<file path="config.mk">
export PLATFORM = sky130hd
export DESIGN_NAME = regfile_dump_reader_flat
export DESIGN_NICKNAME = d
export VERILOG_FILES = /design/src/rtl/regfile_dump_reader_pkg.sv /design/src/rtl/regfile_dump_reader_if.sv /design/src/rtl/regfile_dump_reader.sv /design/src/flat_wrapper.sv
export SDC_FILE = /design/constraint.sdc
export NUM_CORES = 1
export LEC_CHECK = 0
export ABC_AREA = 0
export CAP_MARGIN = 25
export CORE_UTILIZATION = 40
export CTS_CLUSTER_DIAMETER = 200
export DETAILED_ROUTE_END_ITERATION = 10
export PLACE_DENSITY = 0.76
export SETUP_SLACK_MARGIN = 0.15
export SYNTH_ARGS = -nofsm -noshare
export SYNTH_HDL_FRONTEND = slang
export SYNTH_SLANG_ARGS = --single-unit
</file>
<file path="constraint.sdc">
create_clock -name clk -period 5.3 [get_ports clk]
set_input_delay 1.325 -clock clk [delete_from_list [all_inputs] [get_ports clk]]
set_output_delay 1.325 -clock clk [all_outputs]
set_load 0.05 [all_outputs]
</file>
<file path="src/rtl/regfile_dump_reader_pkg.sv">
`default_nettype none
// ============================================================================
// Module      : regfile_dump_reader_pkg
// Description : Shared widths and dump FSM state encoding for the register
//               file debug read-out path.
// Revision    : 1.0 - initial release
// ============================================================================
package regfile_dump_reader_pkg;

   localparam int REG_IDX_W = 5;
   localparam int XLEN      = 32;
   localparam int NUM_REGS  = 32;

   typedef logic [REG_IDX_W-1:0] reg_idx_t;
   typedef logic [XLEN-1:0]      xlen_t;

   // Dump FSM state encoding, shared with the debug path
   localparam logic [1:0] ST_IDLE = 2'd0;
   localparam logic [1:0] ST_READ = 2'd1;
   localparam logic [1:0] ST_HOLD = 2'd2;
   localparam logic [1:0] ST_DONE = 2'd3;

endpackage
`default_nettype wire

</file>
<file path="src/rtl/regfile_dump_reader_if.sv">
`default_nettype none
// ============================================================================
// Module      : regfile_dump_reader_if
// Description : Register file debug read port plus the valid/ready dump
//               stream toward the debug/trace path.
// Revision    : 1.0 - initial release
// ============================================================================
interface regfile_dump_reader_if;
   import regfile_dump_reader_pkg::*;

   reg_idx_t dbg_addr;
   xlen_t    dbg_rdata;
   logic     out_valid;
   logic     out_ready;
   xlen_t    out_data;
   reg_idx_t out_index;
   logic     out_last;

   // Dump engine side: drives the read address and the stream
   modport master (
      output dbg_addr,
      input  dbg_rdata,
      output out_valid,
      input  out_ready,
      output out_data,
      output out_index,
      output out_last
   );

   // Register file / consumer side
   modport slave (
      input  dbg_addr,
      output dbg_rdata,
      input  out_valid,
      output out_ready,
      input  out_data,
      input  out_index,
      input  out_last
   );

endinterface
`default_nettype wire

</file>
<file path="src/rtl/regfile_dump_reader.sv">
`default_nettype none
// ============================================================================
// Module      : regfile_dump_reader
// Description : Walks the register file asynchronous read port from
//               FIRST_REG to LAST_REG, emitting one captured register per
//               valid/ready beat, then pulses done.
// Revision    : 1.0 - initial release
// ============================================================================
module regfile_dump_reader
   import regfile_dump_reader_pkg::*;
#(
   parameter int FIRST_REG = 0,
   parameter int LAST_REG  = 31
) (
   input  wire logic              clk,
   input  wire logic              rst,
   input  wire logic              start,
   input  wire logic              abort,
   regfile_dump_reader_if.master  dump,
   output logic                   busy,
   output logic                   done
);

   localparam reg_idx_t FIRST_IDX = reg_idx_t'(FIRST_REG);
   localparam reg_idx_t LAST_IDX  = reg_idx_t'(LAST_REG);

   logic [1:0] r_state;
   reg_idx_t   r_idx;
   logic       r_out_valid;
   xlen_t      r_out_data;
   reg_idx_t   r_out_index;
   logic       r_out_last;

   // The read address comes straight from the index register so it never glitches
   assign dump.dbg_addr  = r_idx;
   assign dump.out_valid = r_out_valid;
   assign dump.out_data  = r_out_data;
   assign dump.out_index = r_out_index;
   assign dump.out_last  = r_out_last;

   assign busy = (r_state == ST_READ) || (r_state == ST_HOLD);
   assign done = (r_state == ST_DONE);

   // Dump sequencer and stream output register; abort wins over everything in READ/HOLD
   always_ff @(posedge clk or posedge rst) begin
      if (rst) begin
         r_state     <= ST_IDLE;
         r_idx       <= FIRST_IDX;
         r_out_valid <= 1'b0;
         r_out_data  <= '0;
         r_out_index <= '0;
         r_out_last  <= 1'b0;
      end else begin
         case (r_state)
            ST_IDLE: begin
               r_idx <= FIRST_IDX;
               if (start && !abort) begin
                  r_state <= ST_READ;
               end
            end
            ST_READ: begin
               if (abort) begin
                  r_state <= ST_IDLE;
                  r_idx   <= FIRST_IDX;
               end else begin
                  // Capture whatever the read port shows before this edge
                  r_out_data  <= dump.dbg_rdata;
                  r_out_index <= r_idx;
                  r_out_last  <= (r_idx == LAST_IDX);
                  r_out_valid <= 1'b1;
                  r_state     <= ST_HOLD;
               end
            end
            ST_HOLD: begin
               if (abort) begin
                  r_out_valid <= 1'b0;
                  r_state     <= ST_IDLE;
                  r_idx       <= FIRST_IDX;
               end else if (dump.out_ready) begin
                  r_out_valid <= 1'b0;
                  if (r_idx == LAST_IDX) begin
                     r_state <= ST_DONE;
                  end else begin
                     r_idx   <= r_idx + reg_idx_t'(1);
                     r_state <= ST_READ;
                  end
               end
            end
            ST_DONE: begin
               r_state <= ST_IDLE;
               r_idx   <= FIRST_IDX;
            end
            default: begin
               r_state <= ST_IDLE;
               r_idx   <= FIRST_IDX;
            end
         endcase
      end
   end

endmodule
`default_nettype wire

</file>
<file path="src/flat_wrapper.sv">
// flat-port wrapper written by rule: the top's interface ports become plain ports
module regfile_dump_reader_flat import regfile_dump_reader_pkg::*;
#(
   parameter int FIRST_REG = 0,
   parameter int LAST_REG  = 31
)
  (clk, rst, start, abort, busy, done, dump_dbg_addr, dump_dbg_rdata, dump_out_valid, dump_out_ready, dump_out_data, dump_out_index, dump_out_last);
  regfile_dump_reader_if dump_i ();
  input  wire logic clk;
  input  wire logic rst;
  input  wire logic start;
  input  wire logic abort;
  output logic busy;
  output logic done;
  output wire logic [$bits(dump_i.dbg_addr)-1:0] dump_dbg_addr;
  input wire logic [$bits(dump_i.dbg_rdata)-1:0] dump_dbg_rdata;
  output wire logic [$bits(dump_i.out_valid)-1:0] dump_out_valid;
  input wire logic [$bits(dump_i.out_ready)-1:0] dump_out_ready;
  output wire logic [$bits(dump_i.out_data)-1:0] dump_out_data;
  output wire logic [$bits(dump_i.out_index)-1:0] dump_out_index;
  output wire logic [$bits(dump_i.out_last)-1:0] dump_out_last;
  assign dump_dbg_addr = dump_i.dbg_addr;
  assign dump_i.dbg_rdata = dump_dbg_rdata;
  assign dump_out_valid = dump_i.out_valid;
  assign dump_i.out_ready = dump_out_ready;
  assign dump_out_data = dump_i.out_data;
  assign dump_out_index = dump_i.out_index;
  assign dump_out_last = dump_i.out_last;
  regfile_dump_reader #(.FIRST_REG(FIRST_REG), .LAST_REG(LAST_REG)) u_core (.clk(clk), .rst(rst), .start(start), .abort(abort), .dump(dump_i), .busy(busy), .done(done));
endmodule
</file>
[Word level (Yosys, flattened, before mapping)]
Cells that the tools add are included.
Storage, ports and cells
  register bits: 46
  bits of input ports: 37
  output and inout bits: 46
  logic and storage cells: 42
Operators by class
  add/subtract/negate cells: 1
  eq/ne operators: 9
  mux-type cells: 15
  bitwise logic cells: 1
  reduce and logical (&&, ||, !) cells: 10
Operator list (number)
  2-to-1 mux 5 bit: 4
  case mux 5 bit (3 select lines): 1
  2-to-1 mux 2 bit: 5
  case mux 2 bit (4 select lines): 1
  != test 3 bit, second input constant: 2
  AND reduction 3 bit: 2
  adder 5 x 1 -> 5 bit, second input constant: 1
  == test 5 bit, second input constant: 1
  == test 2 bit, second input constant: 2
  != test 2 bit, second input constant: 2
  AND reduction 2 bit: 2
  2-to-1 mux 1 bit: 3
  == test 2 x 1 -> 1 bit, second input constant: 1
  logical NOT 2 bit: 1
  != test 2 x 1 -> 1 bit, second input constant: 1
  case mux 1 bit (2 select lines): 1
  nonzero test 2 bit: 1
  OR reduction 2 bit: 1
  logical AND 1 bit: 1
  logical NOT 1 bit: 1
  logical OR 1 bit: 1
  NOT 1 bit: 1

[Depth between registers and ports, before layout]
Gate-level depths: netlist of run 1.
  depth after elaboration: 5
  depth in mapped cells: 7
  depth with buffers taken out: 6

[Least setup slack after synthesis of run 1]
No wires, ideal clock.
  kind: reg2out
  start point: register u_core.r_state[0]
  end point: output busy
  arrival time: 986 ps
  required time: 3975 ps
  setup slack: 2989 ps
  stages on the path, launching flop included: 3
  buffers on the path: 0
  cells stage by stage: dfrtp_1 -> inv_1 -> ha_1
On the way
  word-level cells in the longest chain between the ends: 2
  elaborated cells on any way between the ends: 3
  those cells by class: eq/ne (2); reduce/logical (1)
Ends and longest elaborated chain
  from (decl): line regfile_dump_reader.sv:27  | logic [1:0] r_state;
  from (signal assigned): line regfile_dump_reader.sv:47  | r_state <= ST_IDLE;
  from (signal assigned): line regfile_dump_reader.sv:58  | r_state <= ST_READ;
  from (signal assigned): line regfile_dump_reader.sv:63  | r_state <= ST_IDLE;
  == test 2 x 1 -> 1 bit or == test 2 bit (tied branches): line regfile_dump_reader.sv:41  | assign busy = (r_state == ST_READ) || (r_state == ST_HOLD);
  logical OR 1 bit (*): line regfile_dump_reader.sv:41
  to (decl): line flat_wrapper.sv:13  | output logic busy;
Mark *: on every way between the ends. The rest lies on a longest branch, timed or not.

[Worst setup path after layout of run 1]
Same ends and word-level chain as after synthesis.

==> results of run 1 <==
==> logic make-up after synthesis <==
kind of cell / synth area share, %
buf+inv: 5.15
fa+ha+maj: 3.77
compound gates: 4.97
flops: 57.8
simple gates: 6.22
mux: 22.1
==> power breakdown <==
| part | internal, mW | switching [mW] | total (mW) |
|---|---|---|---|
| Clock | 0.119 | 0.111 | 0.231 |
| Combinational | 0.423 | 0.679 | 1.10 |
| Sequential | 0.487 | 0.0705 | 0.558 |
==> sequential cells by signal, summed over array words and instances, names as in the netlist <==
name and count:
u_core.r_state 2, u_core.dump.out_data 32, u_core.dump.out_index 5, u_core.dump.dbg_addr 5, u_core.dump.out_valid 1, u_core.dump.out_last 1
==> cells in the mapped netlist <==
| master | count | share of area [%] |
|---|---|---|
| nor3_2 | 1 | 0.50 |
| nand3b_1 | 1 | 0.38 |
| a221oi_1 | 1 | 0.44 |
| ha_1 | 6 | 3.8 |
| a22o_1 | 2 | 0.88 |
| and3_1 | 1 | 0.31 |
| nand4b_1 | 1 | 0.44 |
| buf_6 | 5 | 2.8 |
| o2bb2ai_1 | 1 | 0.44 |
| buf_2 | 1 | 0.25 |
| nand2b_1 | 2 | 0.63 |
| nand2b_4 | 1 | 0.69 |
| nor2b_1 | 2 | 0.63 |
| inv_1 | 9 | 1.7 |
| nand3_1 | 2 | 0.50 |
| or4_1 | 1 | 0.38 |
| nor3b_1 | 2 | 0.75 |
| nor3_1 | 1 | 0.25 |
| o22ai_1 | 2 | 0.63 |
| nand2_1 | 2 | 0.38 |
| dfrtp_1 | 46 | 58 |
| buf_4 | 1 | 0.38 |
| nor2_1 | 2 | 0.38 |
| mux2_2 | 39 | 22 |
| a21o_1 | 1 | 0.38 |
| o21ai_0 | 1 | 0.25 |
| a21oi_1 | 3 | 0.75 |
| a21boi_0 | 1 | 0.38 |
| o32ai_2 | 1 | 0.82 |
==> stage by stage <==
stage	util [%]	std cells	total power [mW]	hold WS, ns	cell area (sq um)
3_3_place_gp	59.6	281	1.65	0.489	2830
5_1_grt	62.8	291	1.99	0.521	2990
6_report	62.8	291	1.89	0.510	2990
3_5_place_dp	60.2	282	1.67	0.495	2860
2_1_floorplan	-	139	1.32	0.542	1990
4_1_cts	62.4	290	1.91	0.514	2970
==> worst register-to-register path: cells and delay by family (launching register included) <==
| kind | cells | cell delay [ns] |
|---|---|---|
| fa+ha+maj | 1 | 0.27 |
| buf+inv | 2 | 0.36 |
| flops | 1 | 0.40 |
| mux | 1 | 0.36 |
| simple gates | 1 | 0.60 |
==> worst paths after layout <==
path                                                from                  endpoint  slack (ns)
worst max-delay path                   u_core.r_state[0]                      busy        2.12
worst min-delay path            u_core.dump.out_data[29]  u_core.dump.out_data[29]        0.51
worst max register to register         u_core.r_state[1]  u_core.dump.out_data[19]        3.21
worst min register to register  u_core.dump.out_data[29]  u_core.dump.out_data[29]        0.51
max in group asynchronous                            rst   u_core.dump.dbg_addr[4]        3.46
min in group asynchronous                            rst  u_core.dump.out_data[27]        1.36
==> final cells by class <==
cell class / count / area [sq um] / area share [%]
Clock buffer: 7 / 96.3 / 3.23
Clock inverter: 1 / 8.76 / 0.293
Inverter: 9 / 33.8 / 1.13
Timing Repair Buffer: 84 / 868 / 29.1
Tap cell: 67 / 83.8 / 2.81
Multi-Input combinational cell: 77 / 744 / 24.9
Sequential cell: 46 / 1150 / 38.5
==> per-layer routing <==
metal	global-route usage, %	vias up
met5	0	-
met3	7.36	6
met4	4.58	0
met2	23.7	48
li1	-	655
met1	20.1	660
==> run summary, run 1 <==
WP buf/inv: 2
stages on the worst setup path: 3
fin nets: 266
Pre-Repair DR Iteration Count: 3
met2 WL: 1.74 mm
crit share post-route: 60.0%
Static Leak: 1.28 nW
Post-CTS Setup Bufs: 0
Fmax: 0.315 GHz
Max IR drop VDD: 512 uV
die height: 72.5 um
vias per cell: 4.70
Rows: 25
Arrival @ worst endpoint: 1.85 ns
DRC: 0
Yosys warnings: 0
initial antenna violation count: 0
most frequent cells in the layout: clkdlybuf4s50_1, dfrtp_1, mux2_2
layout cells sized above 1: 24.1%
sequential area share after synthesis: 57.8%
PD cells: 633 nW/um^2
final setup margin: 2.12 ns
clock sinks: 46
DR WL/cell: 13.3 um
DR iter-0 viols: 67
clk root buf: clkbuf_8
Setup Slack @ Placement: 2.02 ns
H-tree depth: 2
Seq cells post-synth: 46
CTS Buf Count: 5
synthesized instance count: 139
ANT cells: 0
Resized Gates After CTS: 0
Initial Utilization: 41.9%
Syn-to-layout area delta: 50.0%
Post-DP HPWL: 2.75 mm
clock latency on the worst-skew pair: 0.29 ns
Final TNS setup: 0 ns
Synth Net Count: 182
Layout Skew: 0.00894 ns
most common cell after layout, fill and taps aside: clkdlybuf4s50_1
CTS Hold Bufs: 0
GP Congestion: 0.708
Worst setup SP type: flip-flop
relative slew slack: 56.2%
global route total overflow: 0
I/O pins: 83
Setup crit end kind: primary output
Routed Antenna Nets: 0
min cycle time layout: 3.18 ns
CTS tree: built
Worst-Margin Slew: 0.656 ns
clk slew on worst S/H paths: 0.08 ns
Max Slew Vio Count: 0
Fill cells: 405
Top Layer Used: met4
M1 WL: 1.72 mm
Netlist cell types: 29
first-pass GRT wire length: 6.27 mm
Worst Hold Depth: 1
worst path required time: 3.97 ns
largest net degree at the start of global routing: 47
RSZ-0062 raised after global routing: false
crit path cell chain: inv_1 > ha_1 > clkdlybuf4s50_1
class of the worst hold path: reg2reg
total of max-cap violations: 0
Bufs on Longest Clock Path: 2
CP max-delay cell: clkdlybuf4s50_1
WS Path Type: reg2out
Final Hold Vio Count: 0
all-layer global routing usage: 15.7%
delay-heaviest family, CP: buffers and inverters
Die X: 72.5 um
slowest stage delay, CP: 0.79 ns
mean post-synth cell area: 14.3 sq um
DR WL met3: 349 um
port bufs: 82
reg2reg path depth: 5
core footprint: 4750 sq um
Critical Path Fanout Max: 4
final WL: 3.86 mm
# setup viols final: 0
number of global-route vias before repair: 1360
die area: 5260 sq um
outcome: completed
Post-Syn Area: 1990 sq um
Vias: 1369
Power figures use the tool's default switching activity.
==> inputs of run 2 (changes only) <==
CORE_UTILIZATION = 38   (was 40)
PLACE_DENSITY = 0.75   (was 0.76)
clock period = 2.9 ns   (was 5.3 ns; I/O delays follow)
==> run 2 against run 1 <==
Clock-buffer cell count unchanged. Combinational power up 83%. Non-clock buffer count unchanged. Design area down 0.63%. Routed wire length up 8.1%. Sequential power up 83%. Via count up 0.95%. Clock power up 100%.
==> run summary, run 2 (same netlist as run 1, synthesis figures left out) <==
slowest stage delay, CP: 0.79 ns (about the same)
PD cells: 1180 nW/um^2 (+86%)
P_int: 1.91 mW (+86%)
most frequent cells in the layout: clkdlybuf4s50_1, dfrtp_1, mux2_2
clk slew on worst S/H paths: 0.08 ns (about the same)
# setup viols final: 0 (unchanged)
Setup crit start: u_core.r_state[0]
Final Hold Vio Count: 0 (unchanged)
met1 Usage GRT: 22.6% (+2.5 points)
Most Crowded Layer GR: met2
DR iter-0 viols: 68 (+1.5%)
Vias: 1382 (+0.95%)
largest net degree at the start of global routing: 47 (unchanged)
Initial Utilization: 40.8% (-1.1 points)
RSZ-0062 raised after global routing: false
Post-DP HPWL: 2.91 mm (+5.8%)
clock sinks: 46 (unchanged)
share of power burned in registers: 29.3% (-0.2 points)
initial antenna violation count: 0 (unchanged)
vias per cell: 4.75 (+0.95%)
max reg flops: 32 (unchanged)
Die X: 74.4 um (+2.5%)
DR WL/cell: 14.3 um (+8.1%)
Final TNS setup: 0 ns (unchanged)
Syn-to-layout area delta: 49.1%
logic gate share of total power: 57.5% (-0.8 points)
sw frac: 45.2% (-0.31 points)
CTS tree: built
min cycle time layout: 2.58 ns
crit path cell chain: inv_1 > ha_1 > clkdlybuf4s50_1
worst path required time: 2.17 ns (-1.80 ns)
die height: 74.4 um (+2.5%)
WS Path Type: reg2out
Worst Hold Depth: 1 (unchanged)
P_sw: 1.58 mW (+84%)
final WL: 4.17 mm (+8.1%)
Fmax: 0.388 GHz
port bufs: 82 (unchanged)
Static Leak: 1.27 nW (-0.77%)
GP Congestion: 0.682 (-3.7%)
post-layout util: 60.8% (-2.0 points)
total of max-cap violations: 0 (unchanged)
Critical Path Fanout Max: 4 (unchanged)
Power Total: 3.49 mW (+85%)
reg2reg end: u_core.dump.dbg_addr[3]
clk root buf: clkbuf_8
WHS: 0.509 ns (-0.00145 ns)
Hold EP: u_core.dump.out_last
CTS Buf Count: 5 (unchanged)
Resized Gates After CTS: 0 (unchanged)
class of the worst hold path: reg2reg
crit share post-route: 88.8%
Fill cells: 428 (+5.7%)
Max Slew Vio Count: 0 (unchanged)
I/O pins: 83 (unchanged)
most common cell after layout, fill and taps aside: clkdlybuf4s50_1
die area: 5530 sq um (+5.1%)
all-layer global routing usage: 17.2% (+1.6 points)
DRC: 0 (unchanged)
Max IR drop VDD: 706 uV (+38%)
Rows: 25 (unchanged)
relative slew slack: 61.3% (+5.1 points)
Bufs on Longest Clock Path: 2 (unchanged)
Worst setup SP type: flip-flop
number of global-route vias before repair: 1513 (+11%)
Worst-Margin Slew: 0.580 ns (-0.0753 ns)
Pre-Repair DR Iteration Count: 4 (+1)
FF-to-FF Start: u_core.dump.dbg_addr[0]
Arrival @ worst endpoint: 1.85 ns (about the same)
Finished Cell Area: 2970 sq um (-0.63%)
reg2reg path depth: 6 (+1)
CTS Hold Bufs: 0 (unchanged)
first-pass GRT wire length: 7.13 mm (+14%)
hold path start: u_core.dump.out_last
ANT cells: 0 (unchanged)
CP max-delay cell: clkdlybuf4s50_1
layout cells sized above 1: 23.2% (-0.89 points)
core footprint: 4880 sq um (+2.6%)
outcome: completed
Layout Skew: 0.00542 ns (-0.00353 ns)
Reg2Reg Setup Slack: 1.00 ns (-2.21 ns)
H-tree depth: 2 (unchanged)
met2 usage: 25.7% (+2.0 points)
global route total overflow: 0 (unchanged)
fin nets: 266 (unchanged)
met3 Usage GRT: 6.50% (-0.86 points)
Setup crit end kind: primary output
clock latency on the worst-skew pair: 0.29 ns (about the same)
clock share of power: 13.2% (+1.0 points)
placed cell area: 2860 sq um (unchanged)
Routed Antenna Nets: 0 (unchanged)
Post-CTS Setup Bufs: 0 (unchanged)
run 2: changes by cell type in the layout (fill, tap and decap cells not counted):
cell | previous run | this run
buf_4 | 0 | 1
bufinv_16 | 0 | 1
clkbuf_1 | 0 | 2
clkbuf_8 | 7 | 5
buf_16 | 1 | 0
clkinv_4 | 1 | 0
run 2: how the worst max path moves through the flow:
stage	endpoint	slack [ns]
floorplan	u_core.dump.dbg_addr[3]	0.89
global placement	u_core.dump.dbg_addr[0]	0.61
detailed placement	u_core.dump.out_data[2]	0.60
CTS	busy	0.30
global route	busy	0.23
finish	busy	0.32
run 2: layout make-up:
class,count,area [sq um],share of cell area (%)
Clock buffer,7,76.3,2.57
Clock inverter,1,30.0,1.01
Inverter,9,33.8,1.14
Multi-Input combinational cell,77,744,25.1
Sequential cell,46,1150,38.8
Tap cell,67,83.8,2.82
Timing Repair Buffer,84,848,28.6
run 2: per-stage QoR:
step           cells  setup WS (ns)
3_5_place_dp     283          0.596
4_1_cts          291          0.300
2_1_floorplan    139          0.889
6_report         291          0.325
3_3_place_gp     283          0.614
5_1_grt          291          0.225
run 2: critical path: cells and delay by family (launching register included):
family	cells	cell delay, ns
flip-flops	1	0.40
adder cells (fa/ha/maj)	1	0.28
buffers and inverters	2	0.88
run 2: power groups by stage:
stage	clock network [mW]	registers [mW]	logic [mW]
CTS	0.484	1.03	2.02
finish	0.462	1.02	2.01
global placement	0	1.03	2.00
floorplan	0	1.86	0.559
detailed placement	0	1.04	2.02
global route	0.500	1.06	2.12
run 2: layer usage:
| layer | routed length [um] | part of all wire [%] |
|---|---|---|
| met1 | 1790 | 43 |
| met3 | 336 | 8.1 |
| met5 | 0 | 0 |
| met4 | 37 | 0.89 |
| met2 | 2000 | 48 |
